==> config.mk <==
export PLATFORM = sky130hd
export DESIGN_NAME = fmc_mst_if
export DESIGN_NICKNAME = d
export VERILOG_FILES = /design/src/rtl/fmc_mst_if.sv
export SDC_FILE = /design/constraint.sdc
export NUM_CORES = 1
export LEC_CHECK = 0
export BUFFER_PORTS_ARGS = -buffer_cell sky130_fd_sc_hd__buf_4
export CAP_MARGIN = 20
export CORE_ASPECT_RATIO = 1.5
export CORE_MARGIN = 2
export CORE_UTILIZATION = 51
export CTS_CLUSTER_DIAMETER = 150
export DETAILED_ROUTE_END_ITERATION = 8
export PLACE_DENSITY = 0.79
export RECOVER_POWER = 100
export SLEW_MARGIN = 20
export SYNTH_ARGS = -nofsm -noshare
export SYNTH_HDL_FRONTEND = slang
export SYNTH_SLANG_ARGS = --single-unit
==> constraint.sdc <==
create_clock -name clk -period 2.2 [get_ports clk]
set_input_delay 0.22 -clock clk [delete_from_list [all_inputs] [get_ports clk]]
set_output_delay 0.22 -clock clk [all_outputs]
set_load 0.02 [all_outputs]
==> src/rtl/fmc_mst_if.sv <==
// FMC synchronous PSRAM-mode initiator: one valid/ready command becomes one FMC beat.
// Optional FMC_MST_TIMEOUT_EN aborts a beat after C_TIMEOUT consecutive NWAIT-low data rises.
module fmc_mst_if #(
   parameter int C_ADDR_WIDTH   = 12,
   parameter int C_DATA_WIDTH   = 16,
   parameter int C_DATA_LATENCY = 2,
   parameter int C_TIMEOUT      = 255
) (
   input  logic                      clk,
   input  logic                      rst_n,
   input  logic                      cmd_valid,
   output logic                      cmd_ready,
   input  logic                      cmd_wr,
   input  logic [C_ADDR_WIDTH-1:0]   cmd_addr,
   input  logic [C_DATA_WIDTH-1:0]   cmd_wdata,
   input  logic [C_DATA_WIDTH/8-1:0] cmd_be,
   output logic                      rsp_valid,
   output logic [C_DATA_WIDTH-1:0]   rsp_rdata,
   output logic                      rsp_err,
   output logic                      FMC_CLK,
   output logic [C_ADDR_WIDTH-1:0]   FMC_A,
   output logic [C_DATA_WIDTH-1:0]   FMC_D_O,
   output logic [C_DATA_WIDTH-1:0]   FMC_D_T,
   input  logic [C_DATA_WIDTH-1:0]   FMC_D_I,
   output logic [C_DATA_WIDTH/8-1:0] FMC_NBL,
   output logic                      FMC_NE,
   output logic                      FMC_NL,
   output logic                      FMC_NOE,
   output logic                      FMC_NWE,
   input  logic                      FMC_NWAIT
);
   localparam int AW = C_ADDR_WIDTH;
   localparam int DW = C_DATA_WIDTH;
   localparam int BW = C_DATA_WIDTH/8;
   localparam int LW = $clog2(C_DATA_LATENCY+1);

   typedef enum logic [2:0] {IDLE, ADDR, LAT, DATA, TURN} state_t;

   typedef struct packed {
      logic          clk_o;
      logic [AW-1:0] a;
      logic [DW-1:0] d_o;
      logic [DW-1:0] d_t;
      logic [BW-1:0] nbl;
      logic          ne;
      logic          nl;
      logic          noe;
      logic          nwe;
   } bus_t;

   localparam bus_t BUS_RST = '{clk_o: 1'b0, a: '0, d_o: '0, d_t: '1, nbl: '1,
                                ne: 1'b1, nl: 1'b1, noe: 1'b1, nwe: 1'b1};

   state_t        state_q, state_d;
   bus_t          bus_q, bus_d;
   logic          wr_q, wr_d;
   logic [DW-1:0] wdata_q, wdata_d;
   logic [DW-1:0] cap_q, cap_d;
   logic          done_q, done_d;
   logic          err_q, err_d;
   logic [LW-1:0] lat_q, lat_d;
   logic          rsp_valid_d, rsp_err_d;
   logic [DW-1:0] rsp_rdata_d;
   logic          tmo_hit;

   assign cmd_ready = (state_q == IDLE);
   assign FMC_CLK   = bus_q.clk_o;
   assign FMC_A     = bus_q.a;
   assign FMC_D_O   = bus_q.d_o;
   assign FMC_D_T   = bus_q.d_t;
   assign FMC_NBL   = bus_q.nbl;
   assign FMC_NE    = bus_q.ne;
   assign FMC_NL    = bus_q.nl;
   assign FMC_NOE   = bus_q.noe;
   assign FMC_NWE   = bus_q.nwe;

`ifdef FMC_MST_TIMEOUT_EN
   localparam int TW = $clog2(C_TIMEOUT+1);
   logic [TW-1:0] tmo_cnt;

   // tmo_hit flags the low rise that would be the C_TIMEOUT-th in a row
   assign tmo_hit = (tmo_cnt == TW'(C_TIMEOUT-1));

   always_ff @(posedge clk or negedge rst_n) begin
      if (!rst_n)                        tmo_cnt <= '0;
      else if (state_q != DATA)          tmo_cnt <= '0;
      else if (!bus_q.clk_o && !FMC_NWAIT) tmo_cnt <= tmo_cnt + 1'b1;
   end
`else
   assign tmo_hit = 1'b0;
`endif

   always_ff @(posedge clk or negedge rst_n) begin
      if (!rst_n) begin
         state_q   <= IDLE;
         bus_q     <= BUS_RST;
         wr_q      <= 1'b0;
         wdata_q   <= '0;
         cap_q     <= '0;
         done_q    <= 1'b0;
         err_q     <= 1'b0;
         lat_q     <= '0;
         rsp_valid <= 1'b0;
         rsp_rdata <= '0;
         rsp_err   <= 1'b0;
      end else begin
         state_q   <= state_d;
         bus_q     <= bus_d;
         wr_q      <= wr_d;
         wdata_q   <= wdata_d;
         cap_q     <= cap_d;
         done_q    <= done_d;
         err_q     <= err_d;
         lat_q     <= lat_d;
         rsp_valid <= rsp_valid_d;
         rsp_rdata <= rsp_rdata_d;
         rsp_err   <= rsp_err_d;
      end
   end

   // Inside a transaction every clk toggles FMC_CLK; bus outputs move only on falls,
   // while beat results (done/err/capture) are taken on rises and acted on at the next fall.
   always_comb begin
      state_d     = state_q;
      bus_d       = bus_q;
      wr_d        = wr_q;
      wdata_d     = wdata_q;
      cap_d       = cap_q;
      done_d      = done_q;
      err_d       = err_q;
      lat_d       = lat_q;
      rsp_valid_d = 1'b0;
      rsp_rdata_d = rsp_rdata;
      rsp_err_d   = rsp_err;
      case (state_q)
         IDLE: if (cmd_valid) begin
            state_d   = ADDR;
            bus_d.ne  = 1'b0;
            bus_d.nl  = 1'b0;
            bus_d.a   = cmd_addr;
            bus_d.nwe = ~cmd_wr;
            bus_d.noe = cmd_wr;
            bus_d.nbl = cmd_wr ? ~cmd_be : '0;
            wr_d      = cmd_wr;
            wdata_d   = cmd_wdata;
            cap_d     = '0;
            done_d    = 1'b0;
            err_d     = 1'b0;
         end
         ADDR: if (!bus_q.clk_o) begin
            bus_d.clk_o = 1'b1;
         end else begin
            bus_d.clk_o = 1'b0;
            bus_d.nl    = 1'b1;
            lat_d       = '0;
            state_d     = LAT;
         end
         LAT: if (!bus_q.clk_o) begin
            bus_d.clk_o = 1'b1;
            lat_d       = lat_q + 1'b1;
         end else begin
            bus_d.clk_o = 1'b0;
            if (lat_q == LW'(C_DATA_LATENCY)) begin
               state_d = DATA;
               if (wr_q) begin
                  bus_d.d_o = wdata_q;
                  bus_d.d_t = '0;
               end
            end
         end
         DATA: if (!bus_q.clk_o) begin
            bus_d.clk_o = 1'b1;
            if (FMC_NWAIT) begin
               done_d = 1'b1;
               cap_d  = FMC_D_I;
            end else if (tmo_hit) begin
               done_d = 1'b1;
               err_d  = 1'b1;
            end
         end else begin
            bus_d.clk_o = 1'b0;
            if (done_q) begin
               state_d     = TURN;
               bus_d.ne    = 1'b1;
               bus_d.noe   = 1'b1;
               bus_d.nwe   = 1'b1;
               bus_d.nbl   = '1;
               bus_d.d_t   = '1;
               rsp_valid_d = 1'b1;
               rsp_err_d   = err_q;
               rsp_rdata_d = (wr_q || err_q) ? '0 : cap_q;
               done_d      = 1'b0;
               err_d       = 1'b0;
            end
         end
         TURN: begin
            state_d     = IDLE;
            rsp_rdata_d = '0;
            rsp_err_d   = 1'b0;
         end
         default: state_d = IDLE;
      endcase
   end
endmodule
==> metrics.cfg, run 1 <==
[drt]
dr.first_iter.drc_count=139
drt.antenna.violating_nets=0
vias=2881
first_pass_iters=4
drt-total-wl_microns=8290
vias_per_cell=4.96
wl_per_cell_microns=14.3
route.detailed.drc=0

[sta]
setup_violations=0
final_max_slew_viol_count=0
rsz0062_at_grt=no
clock_skew_ns=0.00583
fin_crit_sh_pct=84.1
fmax_mhz=541
whs_ns=0.0774
tns_ns=0
post-route-min-period_ns=1.85
finalHoldViolCount=0
worst_pin_slew_ns=0.998
slew_headroom_pct=33.5

[cts]
clock_path_buffers=2
cts_root_buf=clkbuf_16
numCtsBuffers=9
cts_sinks=92
clock_latency_ns=0.33
post_cts_buffers=0
cts_tree=built
path_clk_slew_ns=0.06
htree_levels=3
cts_resized=0

[worst_setup_path]
path_max_fanout=16
arrival_ns=2.06
max_stage_delay_ns=0.51
critPathTopFamily=buffers and inverters
cp_num_buf_inv=2
cp.required_ns=2.41
path_cells=clkbuf_1, nor3b_2, buf_4, nor3b_1, mux2_1
cp_slowest_cell=dfrtp_1
crit_path_start_kind=flop
endpoint_kind=flop
worstSetupPathType=reg -> reg

[logic_synthesis]
syn_area_per_cell_sq_um=11.0
synth_fp_nets=421
ys_seq_elements=92
ys_seq_area_share_pct=57.1
syn_inst=369
async_flop_share_pct=100
yosysUniqueCellTypes=44
synth_warnings=0
netlist_area_sq_mm=0.00405
synth_edf_count=0
ys.flop_type=dfrtp_1

[finish]
layout-drive-gt1-share_pct=20.3
syn2layout_area_growth_pct=21.7
mostFrequentLayoutCells=nand2_1, dfrtp_1, clkbuf_1
n_antenna_cell=0
fin_nets=526
final_common_cell=nand2_1
utilization_pct=64.3
instances_no_fill=581
n_fill_cell=699

[global_route]
grt_pass1_vias=2970
antenna_found_initial=0
grt_pass1_wl_microns=13700
grtUsageTotal_pct=19.7
grt_overflow_total=0
grt_max_degree=51

[power]
p_per_area_mw_per_mm2=1460
power_mw=7.18
leakage_nw=2.59
irDropWorstVdd_v=0.000639

[place]
dpl.cell_count=564
gp_congestion=0.767
dp_hpwl_microns=5990
portBuffers=119

[floorplanning]
num_rows=39
die_h_microns=113
ios=121
fp.dieW_microns=76.8
die-area_sq_mm=0.00868
initial_core_util_pct=52.8
core_area_sq_mm=0.00766

[min_path]
hold_path_class=in -> reg

[outcome]
status=completed

[flow_run]
max_cap_viol_count=0

==> registers in the layout (all words and copies together) (netlist names) <==
name       flops
state_q        3
wdata_q       16
FMC_NL         1
wr_q           1
FMC_D_O       16
FMC_NBL        2
rsp_valid      1
FMC_CLK        1
FMC_NE         1
done_q         1
FMC_D_T        1
cap_q         16
rsp_rdata     16
FMC_NWE        1
lat_q          2
FMC_A         12
FMC_NOE        1
==> layer usage <==
layer  GRT usage, %  vias up  share of wire (%)
met1           23.2     1378                 41
met2           33.6       90                 51
met5              0        -                  0
met3           5.02       20                5.6
li1               -     1393                  -
met4           9.45        0                2.8
==> synthesized netlist by cell type, drive strengths merged (2+ instances only) <==
library cell	count	area (sq um)
nor2	5	18.8
clkbuf	10	37.5
a32o	2	20.0
mux2	32	398
dfrtp	85	2130
nor3b	19	148
dfstp	7	184
o22a	2	17.5
buf	29	204
nor4b	2	17.5
a21oi	4	23.8
mux2i	17	170
inv	21	78.8
o21ai	2	10.0
nand2	111	419
nand2b	2	12.5
==> worst register-to-register path, stage by stage, from the launching register on <==
cell and delay (ns):
dfrtp_1 0.51, clkbuf_1 0.30, nor3b_2 0.29, buf_4 0.26
nor3b_1 0.08, mux2_1 0.29
==> cells by family (layout without fill, tap and decap cells) <==
logic type / after synthesis / in the layout / synth area share (%)
AO/OA/AOI/OAI: 19 / 19 / 3.71
adder cells (fa/ha/maj): 1 / 1 / 0.309
buffers and inverters: 60 / 170 / 7.91
flip-flops: 92 / 92 / 57.1
AND/OR/NAND/NOR: 146 / 146 / 16.7
multiplexers: 49 / 49 / 14.0
other: 1 / 1 / 0.0926
XOR/XNOR: 1 / 1 / 0.216
==> stage by stage <==
stage / worst slack [ns] / cell area, sq um
2_1_floorplan: 0.350 / 4050
3_3_place_gp: 0.437 / 4960
3_5_place_dp: 0.412 / 4960
4_1_cts: 0.403 / 5250
5_1_grt: 0.194 / 4930
6_report: 0.350 / 4930
==> path summary, 6_finish.rpt <==
path                                     end  slack (ns)   startpoint  cells past startpoint
worst max-delay path            rsp_rdata[1]        0.35   state_q[2]                      5
worst min register to register    wdata_q[0]        0.47   wdata_q[0]                      2
min in group asynchronous         FMC_D_O[0]        0.59        rst_n                      2
worst min-delay path                FMC_A[6]        0.08  cmd_addr[6]                      3
max in group asynchronous            FMC_NWE        0.47        rst_n                      3
worst max register to register  rsp_rdata[1]        0.35   state_q[2]                      5
==> repair_timing <==
action,in CTS,in global routing
hold buffers,1,0
endpoints found under the setup margin,0,0
hold endpoints to repair,34,0
==> report_power, final <==
part	switching [mW]	leakage (nW)	internal [mW]
clock	0.588	0.136	0.827
sequential	0.467	1.16	2.46
combinational	1.79	1.29	1.05
total	2.84	2.59	4.34
==> area by class of cell <==
cell class                      instances  area (sq um)  area share, %
Clock buffer                           13           260           5.28
Clock inverter                          3          21.3          0.432
Inverter                               21          78.8           1.60
Multi-Input combinational cell        217          1380           28.1
Sequential cell                        92          2310           46.9
Tap cell                              102           128           2.59
Timing Repair Buffer                  133           746           15.1
No activity file was read; power rests on OpenSTA's default activity.
==> run 2: changes to the inputs <==
==> constraint.sdc (replaced) <==
create_clock -name clk -period 1.8 [get_ports clk]
set_input_delay 0.18 -clock clk [delete_from_list [all_inputs] [get_ports clk]]
set_output_delay 0.18 -clock clk [all_outputs]
set_load 0.02 [all_outputs]
==> run 2 against run 1 <==
Global-route usage rose by 0.92 points. Fmax rose by 7.0%. Critical path type unchanged. Cell count increased by 1.0%.
==> metrics.cfg, run 2 (synthesized netlist as in run 1, its figures left out) <==
[outcome]
status=completed

[drt]
first_pass_iters=4  ; unchanged
vias=2917  ; +1.2%
wl_per_cell_microns=14.4  ; +1.2%
route.detailed.drc=0  ; unchanged
drt-total-wl_microns=8480  ; +2.3%
vias_per_cell=4.97  ; +0.21%
dr.first_iter.drc_count=113  ; -19%
drt.antenna.violating_nets=0  ; unchanged

[sta]
fmax_mhz=578  ; +7.0%
rsz0062_at_grt=no
post-route-min-period_ns=1.73  ; -0.120 ns
tns_ns=0  ; unchanged
worst_pin_slew_ns=0.899  ; -0.0986 ns
clock_skew_ns=0.00653  ; +0.000694 ns
setup_violations=0  ; unchanged
fin_crit_sh_pct=96.1  ; +12 points
final_max_slew_viol_count=0  ; unchanged
setup_ws_ns=0.0707  ; -0.280 ns
finalHoldViolCount=0  ; unchanged
slew_headroom_pct=40.1  ; +6.6 points

[worst_setup_path]
worstSetupPathType=reg -> reg
crit_path_start_kind=flop
endpoint_kind=flop
cp.required_ns=2.07  ; -0.34 ns
rrSetupSlack_ns=0.07  ; -0.28 ns
path_max_fanout=23  ; +7
arrival_ns=1.99  ; -0.07 ns

[finish]
utilization_pct=66.2  ; +1.9 points
instances_no_fill=587  ; +1.0%
final_common_cell=nand2_1
fin_nets=532  ; +1.1%
n_fill_cell=679  ; -2.9%
layout-drive-gt1-share_pct=23.7  ; +3.5 points
syn2layout_area_growth_pct=25.2
n_antenna_cell=0  ; unchanged
multi_input_area_sq_mm=0.00144  ; +3.9%
mostFrequentLayoutCells=nand2_1, dfrtp_1, clkbuf_1
seqCellArea_sq_mm=0.00231  ; about the same

[power]
p_per_area_mw_per_mm2=1800  ; +24%
leakage_nw=2.69  ; +3.9%
irDropWorstVdd_v=0.000953  ; +49%

[place]
gp_congestion=0.806  ; +5.1%
dp_hpwl_microns=6180  ; +3.2%
portBuffers=119  ; unchanged
dp_slack_ns=0.0733  ; -0.339 ns
dpl.cell_count=570  ; +1.1%

[flow_run]
max_cap_viol_count=0  ; unchanged

[cts]
htree_levels=3  ; unchanged
cts_sinks=92  ; unchanged
cts_root_buf=clkbuf_16
clock_latency_ns=0.34  ; about the same
clock_path_buffers=2  ; unchanged
cts_tree=built
numCtsBuffers=9  ; unchanged
path_clk_slew_ns=0.06  ; about the same
post_cts_buffers=0  ; unchanged

[floorplanning]
core_area_sq_mm=0.00766  ; unchanged
initial_core_util_pct=52.8  ; unchanged
die-area_sq_mm=0.00868  ; unchanged
num_rows=39  ; unchanged
die_h_microns=113  ; unchanged
ios=121  ; unchanged
fp.dieW_microns=76.8  ; unchanged

[global_route]
grtUsageTotal_pct=20.6  ; +0.92 points
grt_max_degree=38  ; -25%
grt_overflow_total=0  ; unchanged
antenna_found_initial=0  ; unchanged
grt_pass1_vias=2991  ; +0.71%
grt_pass1_wl_microns=14100  ; +3.2%

[min_path]
hold_path_class=in -> reg

-- run 2: cell count changes in the layout (fill, tap and decap cells not counted), sizes merged --
cell,before,now
buf,59,65
bufinv,0,1
clkbuf,86,87
clkinv,2,1
clkinvlp,1,0
-- run 2: final timing paths --
kind                              from         end  cells past startpoint
max in group asynchronous        rst_n  FMC_NBL[1]                      3
min in group asynchronous        rst_n  FMC_D_O[2]                      2
setup reg to reg            state_q[2]  FMC_NBL[0]                      3
hold / removal             cmd_addr[3]    FMC_A[3]                      3
hold reg to reg             wdata_q[8]  wdata_q[8]                      2
setup / recovery            state_q[2]  FMC_NBL[0]                      3
-- run 2: critical path, cell delays in order, from the launching register on --
cell     delay, ns
dfrtp_2       0.45
or4b_2        0.75
buf_12        0.20
a32o_1        0.26
-- run 2: per-stage QoR --
stage          cell area (sq um)  hold WS [ns]  total power, mW
3_5_place_dp                5020         0.172             7.92
2_1_floorplan               4060        -0.116             6.37
4_1_cts                     5330        0.0188             9.82
6_report                    5070        0.0285             9.15
3_3_place_gp                5020         0.170             7.75
5_1_grt                     5070        0.0292             9.76
-- run 2: final cells by class --
| cell class | instances | area share [%] |
|---|---|---|
| flip-flops and latches | 92 | 45.6 |
| multi-input cells | 217 | 28.3 |
| inverters | 21 | 1.55 |
| clock buffers | 14 | 5.21 |
| repair buffers | 139 | 16.1 |
| clock inverters | 2 | 0.691 |
| well taps | 102 | 2.52 |
-- run 2: metal layers --
layer	up-vias	routed length, microns	track usage, %
met5	-	0	0
met4	0	140	8.73
met3	12	484	5.74
met2	98	4420	35.1
met1	1402	3430	24.5
li1	1405	-	-
-- run 2: power breakdown --
group	total [mW]	internal (mW)	leakage, nW	switching [mW]
clock	1.86	1.15	0.147	0.711
combinational	3.71	1.47	1.39	2.25
sequential	3.57	3.01	1.16	0.563
total	9.15	5.63	2.69	3.52
-- run 2: timing repair --
item / in CTS / in global routing
gates resized for setup: 0 / 4
endpoints found under the setup margin: 0 / 20
hold buffers: 1 / 0
endpoints found under the hold margin: 34 / 0
==> run 3: changes to the inputs <==
--- a/config.mk
+++ b/config.mk
@@ -5,6 +5,7 @@
 export SDC_FILE = /design/constraint.sdc
 export NUM_CORES = 1
 export LEC_CHECK = 0
+export ABC_AREA = 1
 export BUFFER_PORTS_ARGS = -buffer_cell sky130_fd_sc_hd__buf_4
 export CAP_MARGIN = 20
 export CORE_ASPECT_RATIO = 1.5
@@ -12,7 +13,7 @@
 export CORE_UTILIZATION = 51
 export CTS_CLUSTER_DIAMETER = 150
 export DETAILED_ROUTE_END_ITERATION = 8
-export PLACE_DENSITY = 0.79
+export PLACE_DENSITY = 0.8
 export RECOVER_POWER = 100
 export SLEW_MARGIN = 20
 export SYNTH_ARGS = -nofsm -noshare
==> run 3 against run 2 <==
Worst setup slack gained 0.099 ns. Wire length shrank 0.81%. Largest power group is now sequential cells. Highest routed layer unchanged. Critical path depth grew 1. Clock skew grew 0.0013 ns. Clock-buffer cell count shrank 5. Synthesized area shrank 3.9%. Clock power shrank 7%. Non-clock buffer count shrank 9. Global-route usage grew 0.47 points. Register-to-register slack gained 0.18 ns. Cell count grew 7.8%.
==> metrics.cfg, run 3 <==
[worst_setup_path]
cp.required_ns=1.62  ; -0.45 ns
cp_num_buf_inv=2  ; +1
cp_slowest_cell=dfrtp_1
startpoint=state_q[0]
endpoint_kind=output port
critPathTopFamily=buffers and inverters
r2r_start=state_q[1]
path_cells=inv_1, nand2_1, nor2_2, clkbuf_1
worstSetupPathType=reg -> out
path_max_fanout=4  ; -83%
max_stage_delay_ns=0.43  ; -0.32 ns
crit_path_start_kind=flop
arrival_ns=1.45  ; -0.54 ns

[power]
p_int_mw=4.64  ; -18%
irDropWorstVdd_v=0.00101  ; +5.8%
clockPowerShare_pct=22.4  ; +2.1 points
switchingPower_mw=3.06  ; -13%
swShare_pct=39.8  ; +1.3 points
p_comb_share_pct=34.8  ; -5.8 points
leakage_nw=2.46  ; -8.5%
p_per_area_mw_per_mm2=1620  ; -10%
seqPwrFrac_pct=42.7  ; +3.6 points
power_mw=7.70  ; -16%

[logic_synthesis]
synth_fp_nets=472  ; +12%
yosysMostFrequentCell=nand2_1
ys_top_cells_by_area=dfrtp_1, nand2_1, nand3_1, dfstp_2, o21ai_0
async_flop_share_pct=100  ; unchanged
synth_warnings=0  ; unchanged
yosysUniqueCellTypes=28  ; -36%
syn_area_per_cell_sq_um=9.26  ; -16%
syn_inst=420  ; +14%
ys_seq_elements=92  ; unchanged
ys.flop_type=dfrtp_1
ys_seq_area_share_pct=59.4  ; +2.3 points
synth_edf_count=0  ; unchanged
synth_top_area_share_pct=54.7  ; +2.1 points
yosysTopAreaCell=dfrtp_1
netlist_area_sq_mm=0.00389  ; -3.9%
synthTopCellsByCount=nand2_1, dfrtp_1, nand3_1

[drt]
drt.antenna.violating_nets=0  ; unchanged
drt-total-wl_microns=8410  ; -0.81%
dr.max_layer_used=met4
route.detailed.drc=0  ; unchanged
wl_met2_microns=4180  ; -5.4%
wirelength_met1_microns=3530  ; +2.7%
first_pass_iters=4  ; unchanged
dr.first_iter.drc_count=164  ; +45%
wl_per_cell_microns=13.3  ; -8.0%
vias_per_cell=5.00  ; +0.52%
wl_met3_microns=561  ; +16%
vias=3162  ; +8.4%

[finish]
mostFrequentLayoutCells=nand2_1, dfrtp_1, clkbuf_1
syn2layout_area_growth_pct=22.5
utilization_pct=63.4  ; -2.8 points
fin_nets=578  ; +8.6%
layout-drive-gt1-share_pct=17.3  ; -6.4 points
final_common_cell=nand2_1
n_fill_cell=741  ; +9.1%
n_antenna_cell=0  ; unchanged

[sta]
final_max_slew_viol_count=0  ; unchanged
setup_ws_ns=0.170  ; +0.0992 ns
tns_ns=0  ; unchanged
slew_headroom_pct=27.2  ; -13 points
worst_pin_slew_ns=1.09  ; +0.192 ns
clock_skew_ns=0.00787  ; +0.00135 ns
rsz0062_at_grt=no
setup_violations=0  ; unchanged
post-route-min-period_ns=1.63  ; -0.0992 ns
finalHoldViolCount=0  ; unchanged
fmax_mhz=613  ; +6.1%
fin_crit_sh_pct=90.6  ; -5.5 points

[min_path]
hold_path_class=in -> reg
min-delay-start=cmd_addr[6]

[floorplanning]
num_rows=39  ; unchanged
die_h_microns=111  ; -1.9%
fp.dieW_microns=75.3  ; -1.9%
die-area_sq_mm=0.00836  ; -3.8%
core_area_sq_mm=0.00751  ; -1.9%
initial_core_util_pct=51.8  ; -1.1 points
ios=121  ; unchanged

[cts]
cts_resized=0  ; unchanged
numCtsBuffers=9  ; unchanged
clock_latency_ns=0.34  ; about the same
htree_levels=3  ; unchanged
path_clk_slew_ns=0.06  ; about the same
clock_path_buffers=2  ; unchanged
cts_sinks=92  ; unchanged
cts_tree=built
cts_root_buf=clkbuf_16

[place]
portBuffers=119  ; unchanged
dp_slack_ns=0.243  ; +0.169 ns
dp_hpwl_microns=5990  ; -3.1%
gp_congestion=0.890  ; +10%

[global_route]
grt_pass1_vias=2974  ; -0.57%
grt_overflow_total=0  ; unchanged
grtUsageTotal_pct=21.1  ; +0.47 points
antenna_found_initial=0  ; unchanged
grt_max_degree=47  ; +24%
grt_pass1_wl_microns=13600  ; -3.4%

[outcome]
status=completed

[flow_run]
max_cap_viol_count=0  ; unchanged

## run 3: cell count changes after synthesis, moves of 10 or more
cell,change
mux2_1,-10
o21ai_0,+34
nor3b_1,-18
mux2_2,-12
nand3_1,+57
inv_1,+22
mux2i_1,-17
mux2_4,-10
## run 3: timing repair
item                                   CTS  global route
endpoints found under the hold margin   14             0
hold buffers                             1             0
setup buffers                            0             0
## run 3: cell families (layout without fill, tap and decap cells)
logic type | Yosys count | in the layout | share of synthesized area, %
compound gates | 57 | 57 | 8.46
xor+xnor | 1 | 1 | 0.225
fa+ha+maj | 1 | 1 | 0.322
buf+inv | 79 | 190 | 10.3
flops | 92 | 92 | 59.4
other cells | 1 | 1 | 0.0964
simple gates | 189 | 189 | 21.2
## run 3: worst paths after layout
path | end | slack [ns] | depth (start not counted)
setup / recovery | cmd_ready | 0.17 | 4
hold / removal | FMC_A[6] | 0.04 | 3
setup reg to reg | rsp_rdata[4] | 0.25 | 6
hold reg to reg | lat_q[0] | 0.48 | 2
max in group asynchronous | FMC_NOE | 0.31 | 3
min in group asynchronous | wdata_q[10] | 0.57 | 2
## run 3: area by class of cell
cell class | instances | area (sq um) | area share (%)
multi-input combinational | 249 | 1140 | 24.0
sequential | 92 | 2310 | 48.5
clock buffer | 9 | 225 | 4.73
timing repair buffer | 130 | 737 | 15.5
inverter | 44 | 168 | 3.52
tap | 102 | 128 | 2.68
clock inverter | 7 | 50.0 | 1.05
## run 3: worst reg2reg max path: stages, from the launching register on
cell and delay [ns]:
dfrtp_1 0.46, nand2_1 0.09, nor2_1 0.27, nand3_2 0.16, nand2_2 0.29, nand3_1 0.15
nand2_1 0.09
## run 3: power by group through the flow
| stage | logic [mW] | registers (mW) | clock network [mW] |
|---|---|---|---|
| after floorplan | 1.61 | 3.72 | 0 |
| after global placement | 3.04 | 3.31 | 0 |
| after detailed placement | 3.13 | 3.33 | 0 |
| after CTS | 3.15 | 3.31 | 1.77 |
| after global routing | 3.03 | 3.38 | 1.86 |
| final | 2.68 | 3.29 | 1.73 |
## run 3: layer usage
metal	track usage, %	vias up
li1	-	1533
met5	0	-
met2	33.4	104
met4	7.95	0
met3	6.45	12
met1	26.7	1513
## run 3: stage by stage
| step | area, sq um | hold WS [ns] | cells |
|---|---|---|---|
| final | 4760 | 0.0359 | 633 |
| after global placement | 4760 | 0.0708 | 616 |
| after global routing | 4760 | 0.0215 | 633 |
| after floorplan | 3890 | -0.116 | 420 |
| after CTS | 5050 | 0.0238 | 633 |
| after detailed placement | 4760 | 0.0727 | 616 |
